==> config.mk <==
export PLATFORM = sky130hd
export DESIGN_NAME = hex_display_scan
export DESIGN_NICKNAME = d
export VERILOG_FILES = /design/src/rtl/hex_display_scan.sv
export SDC_FILE = /design/constraint.sdc
export NUM_CORES = 1
export LEC_CHECK = 0
export ABC_AREA = 1
export BUFFER_PORTS_ARGS = -buffer_cell sky130_fd_sc_hd__buf_4
export CAP_MARGIN = 30
export CORE_ASPECT_RATIO = 1.25
export CORE_MARGIN = 1.5
export CORE_UTILIZATION = 45
export CTS_BUF_LIST = sky130_fd_sc_hd__clkbuf_4 sky130_fd_sc_hd__clkbuf_8 sky130_fd_sc_hd__clkbuf_16
export CTS_CLUSTER_DIAMETER = 100
export DETAILED_ROUTE_END_ITERATION = 8
export PLACE_DENSITY_LB_ADDON = 0.3
export SLEW_MARGIN = 5
export SYNTH_ARGS = -nofsm -noshare
export SYNTH_HDL_FRONTEND = slang
export SYNTH_SLANG_ARGS = --single-unit
==> constraint.sdc <==
create_clock -name clk -period 2.4 [get_ports clk]
set_input_delay 0.12 -clock clk [delete_from_list [all_inputs] [get_ports clk]]
set_output_delay 0.12 -clock clk [all_outputs]
set_load 0.005 [all_outputs]
==> src/rtl/hex_display_scan.sv <==
// hex_display_scan: multiplexed active-low 7-segment hex viewer.
// The value is snapshotted once per scan frame to avoid mixed digits.
module hex_display_scan #(
   parameter int bits       = 8,
   parameter int refresco   = 100000,
   parameter int num_anodos = 8
) (
   input  logic                  clk,
   input  logic                  rst,
   input  logic [bits-1:0]       valor,
   input  logic                  activar,
   output logic [num_anodos-1:0] anodos,
   output logic [7:0]            segmentos
);

   localparam int D  = (bits + 3) / 4;
   localparam int PW = 4 * D;
   localparam int CW = (refresco > 2) ? $clog2(refresco) : 1;
   localparam int IW = (D > 1) ? $clog2(D) : 1;

   localparam logic [CW-1:0] CNT_MAX = CW'(refresco - 1);
   localparam logic [IW-1:0] IDX_MAX = IW'(D - 1);

   logic [CW-1:0]         cnt;
   logic [IW-1:0]         idx;
   logic [bits-1:0]       snap;
   logic                  tick;
   logic                  last;
   logic [PW-1:0]         snap_ext;
   logic [3:0]            nibble;
   logic [num_anodos-1:0] an_nxt;
   logic [7:0]            seg_nxt;

   function automatic logic [7:0] hex7(input logic [3:0] n);
      logic [7:0] s;
      unique case (n)
         4'h0: s = 8'hC0;
         4'h1: s = 8'hF9;
         4'h2: s = 8'hA4;
         4'h3: s = 8'hB0;
         4'h4: s = 8'h99;
         4'h5: s = 8'h92;
         4'h6: s = 8'h82;
         4'h7: s = 8'hF8;
         4'h8: s = 8'h80;
         4'h9: s = 8'h90;
         4'hA: s = 8'h88;
         4'hB: s = 8'h83;
         4'hC: s = 8'hC6;
         4'hD: s = 8'hA1;
         4'hE: s = 8'h86;
         4'hF: s = 8'h8E;
      endcase
      return s;
   endfunction

   assign tick     = (cnt == CNT_MAX);
   assign last     = (idx == IDX_MAX);
   assign snap_ext = PW'(snap);

   always_ff @(posedge clk) begin
      if (rst) begin
         cnt <= '0;
      end else if (tick) begin
         cnt <= '0;
      end else begin
         cnt <= cnt + 1'b1;
      end
   end

   // With a single digit, last is always true so idx stays 0.
   always_ff @(posedge clk) begin
      if (rst) begin
         idx <= '0;
      end else if (tick) begin
         idx <= last ? '0 : idx + 1'b1;
      end
   end

   always_ff @(posedge clk) begin
      if (rst) begin
         snap <= '0;
      end else if (tick && last) begin
         snap <= valor;
      end
   end

   // Only the D scanned digits can ever be driven low.
   always_comb begin
      nibble = 4'h0;
      an_nxt = '1;
      for (int k = 0; k < D; k++) begin
         if (idx == IW'(k)) begin
            nibble = snap_ext[4*k +: 4];
            if (activar) begin
               an_nxt[k] = 1'b0;
            end
         end
      end
      seg_nxt = activar ? hex7(nibble) : 8'hFF;
   end

   always_ff @(posedge clk) begin
      if (rst) begin
         anodos    <= '1;
         segmentos <= 8'hFF;
      end else begin
         anodos    <= an_nxt;
         segmentos <= seg_nxt;
      end
   end

endmodule

### Yosys cells after proc, flatten, opt, wreduce, memory -nomap -nowiden

Memories as Yosys holds them, arrays and structs flattened. A register that Yosys moved wholly into a read port is not among the register bits.
Index checks and enable logic that the tools add are counted.

| operators by class | value |
|---|---|
| multiplexer cells | 3 |
| eq/ne operators | 1 |
| add/subtract/negate cells | 2 |
| bitwise operators | 2 |
| reduce and logical (&&, ||, !) cells | 5 |

Operators with widths:

| kind | count |
|---|---|
| 17-bit by 1-bit adder with 17-bit output, second input constant | 1 |
| 17-bit == test, second input constant | 1 |
| 2-bit OR reduction | 4 |
| 4-bit two-way mux | 1 |
| 1-bit two-way mux | 2 |
| 1-bit inverter | 2 |
| 1-bit adder, second input constant | 1 |
| 1-bit logical AND | 1 |

| storage, ports and cells | value |
|---|---|
| word-level logic and storage cells | 21 |
| memory bits (read-only) | 112 |
| memories | 1 |
| output and inout bits | 16 |
| bits of input ports | 11 |
| register bits | 42 |

Memories:

| memory | words | bits a word | rd ports | clocked after Yosys merged registers in | write ports | RTL line | source |
|---|---|---|---|---|---|---|---|
| (no name shown) | 16 | 7 | 1 | 1 | 0 | 36 | `unique case (n)` |

### Depth between registers and ports, before layout

| depth | value |
|---|---|
| depth in word-level cells | 2 |
| gate-level depth with buffers | 10 |
| gate-level depth less buffers | 9 |

### Worst setup path before layout

No wires, ideal clock.

| path | value |
|---|---|
| kind | reg-to-reg |
| start point | register idx |
| end point | register segmentos[0] |
| buffers on the path | 1 |
| path slack | 696 ps |
| setup time | 125 ps |
| data required time | 2275 ps |
| data arrival time | 1579 ps |
| period minus slack after synthesis | 1704 ps |
| cell stages (with the launch flop) | 9 |
| cells stage by stage | dfxtp_1 -> buf_6 -> o21ai_0 -> inv_1 -> ha_1 -> o21ai_0 -> inv_1 -> o21ai_0 -> nand3_1 |

| on the way | value |
|---|---|
| word-level cells in the longest chain between the ends | 1 |

Ends and longest elaborated chain:

| element | RTL line | source |
|---|---|---|
| start, declared | 25 | `logic [IW-1:0] idx;` |
| start signal, assigned | 76 | `idx <= last ? '0 : idx + 1'b1;` |
| 4-bit two-way mux | 93 | `if (idx == IW'(k)) begin` |
| end, declared | 13 | `output logic [7:0] segmentos` |

No other way between the ends.
A chain may end at the register's enable or synchronous reset.

### Worst setup path in the final report

| path | value |
|---|---|
| start point | register cnt[0] |
| end point | register cnt[12] |

| on the way | value |
|---|---|
| word-level cells in the longest chain between the ends | 2 |
| elaborated cells on any way between the ends | 3 |
| those cells by class | 1 x add/sub; 1 x eq/ne; 1 x reduce/logical |

Ends and longest elaborated chain:

| element | RTL line | source |
|---|---|---|
| start, declared | 24 | `logic [CW-1:0] cnt;` |
| start signal, assigned | 67 | `cnt <= cnt + 1'b1;` |
| parallel branches: the longest is 2 deep, another holds 17-bit by 1-bit adder with 17-bit output | -- |  |

Parallel ways; which one is timed is not known.

==> flow_metrics.tcl <==
set metrics [dict create \
    root_buffer "clkbuf_8" \
    cp-end-kind "register" \
    fmax_mhz 574 \
    grt_max_degree 18 \
    cp-start-kind "register" \
    grt_pass1_vias 1402 \
    totalWireLength_um 3330 \
    cts_hold_buf 0 \
    grt_usage_pct 16.6 \
    grt_remaining_overflow 0 \
    wl_per_cell_um 9.55 \
    port_buffers 19 \
    leakagePower_uw 0.000931 \
    crit_slowest_cell "dfxtp_1" \
    finalCritPeriodShare_pct 72.6 \
    finalSetupTns_ns 0 \
    drive_above_1_share_pct 14.7 \
    worstPathCellList "ha_1, nand2_2, nor2_8, nand2_2, nor2_4, nand2_1, nand2_2, nor2_1" \
    die_h_um 75.5 \
    worst-path-buf-inv 0 \
    tritoncts "done" \
    cap_violations 0 \
    fill_cells 418 \
    finalMaxSlewViolations 0 \
    start_util_pct 46.6 \
    hp-class "primary input to register" \
    synth_area_um2 1890 \
    synth.area.top_cells "dfxtp_1 37%, nand2_1 11%, inv_1 8.9%" \
    status "completed" \
    drc_errors 0 \
    cts_setup_buffers 0 \
    antenna_found_initial 0 \
    ir_worst_vdd_uv 261 \
    whs_ns 0.149 \
    finalSetupViolCount 0 \
    dr.pass1.iters 4 \
    dpl.hpwl_um 2520 \
    ctsResizeCount 0 \
    cp.required_ns 2.56 \
    synth_cells 270 \
    cts.path.max_buffers 2 \
    fin_skew_ns 0.00512 \
    vias 1628 \
    power_density_nw_per_um2 495 \
    final_common_cell "nand2_1" \
    layout.nets 310 \
    slowest_delay_ns 0.35 \
    hold_viol 0 \
    cts_sinks 35 \
    synth.avg_cell_area_um2 7.02 \
    drt_iter0_markers 82 \
    core_area_um2 4070 \
    crit_family "simple AND/OR/NAND/NOR gates" \
    yosys.area.top_type "dfxtp_1" \
    criticalPathCategory "register to register" \
    ys_warn_count 0 \
    cp_max_fo 17 \
    ys_ff_latch 35 \
    worstMarginPinSlew_ns 0.625 \
    cp.arrival_ns 1.91 \
    rsz0062_at_grt "false" \
    cts_made_buffers 5 \
    dieArea_um2 4610 \
    fin_crit_ns 1.74 \
    io_pins 27 \
    drtAntennaViolNets 0 \
    final_cell_mix "56 x nand2_1, 45 x inv_1, 35 x dfxtp_1" \
    ctsHtreeMaxLevel 2 \
    area_growth_pct 12.6 \
    path_clk_slew_ns 0.07 \
    path_common_cell "nand2_2" \
    synth_top_area_share_pct 37.0 \
    insertion_delay_ns 0.28 \
    rows 26 \
    die_x_um 61.0 \
    antenna_cells 0 \
    ys_seq_area_share_pct 37.0 \
    relSlewSlack_pct 57.9 \
    synth_cell_type_count 29 \
    gp_congestion 0.854 \
    viasPerCell 4.66 \
    grt_pass1_wl_um 5690 \
]
## registers in the layout (all words and copies together), names as in the netlist
name / count
snap: 8
cnt: 17
anodos: 2
segmentos: 7
idx: 1
## where the power goes
part | internal, uW | switching (uW) | leakage (uW)
clock network | 198 | 210 | 0.0000477
logic | 26.3 | 26.0 | 0.000599
registers | 591 | 4.43 | 0.000285
total | 816 | 240 | 0.000931
## logic make-up after synthesis
family | Yosys count | share of synthesized area (%)
buffers and inverters | 61 | 15.1
AOI/OAI and AO/OA | 27 | 7.46
DFF | 35 | 37.0
adders and majority gates | 7 | 4.62
and+or+nand+nor | 133 | 32.8
other | 1 | 0.198
xor gates and xnor gates | 6 | 2.77
## per-layer routing
metal | track usage [%] | wire, um
met4 | 8.94 | 74
met5 | 0 | 0
met1 | 17.9 | 1470
met2 | 28.8 | 1670
met3 | 4.75 | 122
## through the flow
step	util, %	instance area, um^2	total power, uW	instances	setup WS, ns
2_1_floorplan	-	1920	646	276	0.696
3_3_place_gp	50.4	2050	662	341	0.640
3_5_place_dp	50.4	2050	662	341	0.642
4_1_cts	52.5	2130	1080	349	0.628
5_1_grt	52.5	2130	1110	349	0.457
6_report	52.5	2130	1060	349	0.659
## layout make-up
class	instances	area, um^2	share of cell area [%]
clock inverters	3	15.0	0.704
well taps	56	70.1	3.28
clock buffers	5	68.8	3.23
flip-flops and latches	35	701	32.8
multi-input cells	180	930	43.6
repair buffers	23	173	8.09
inverters	47	176	8.27
## synthesized netlist by cell type (all sizes together)
cell / number
a21oi: 8
a31oi: 1
buf: 13
clkbuf: 1
conb: 1
dfxtp: 35
ha: 7
inv: 47
nand2: 59
nand3: 20
nand4: 13
nor2: 36
nor3: 3
o21ai: 16
o21bai: 2
or2: 2
xor2: 6
## worst register-to-register path, cell delays in order, from the launching register on
cell	delay, ns
dfxtp_1	0.35
ha_1	0.23
nand2_2	0.12
nor2_8	0.14
nand2_2	0.08
nor2_4	0.23
nand2_1	0.10
nand2_2	0.28
nor2_1	0.09
## path summary, 6_finish.rpt
kind             from  slack [ns]  endpoint  depth (start not counted)
max            cnt[0]        0.66   cnt[12]                          8
min reg2reg    cnt[0]        0.45    cnt[0]                          1
max reg2reg    cnt[0]        0.66   cnt[12]                          8
min          valor[4]        0.15   snap[4]                          5
(Power assumes the default switching activity.)
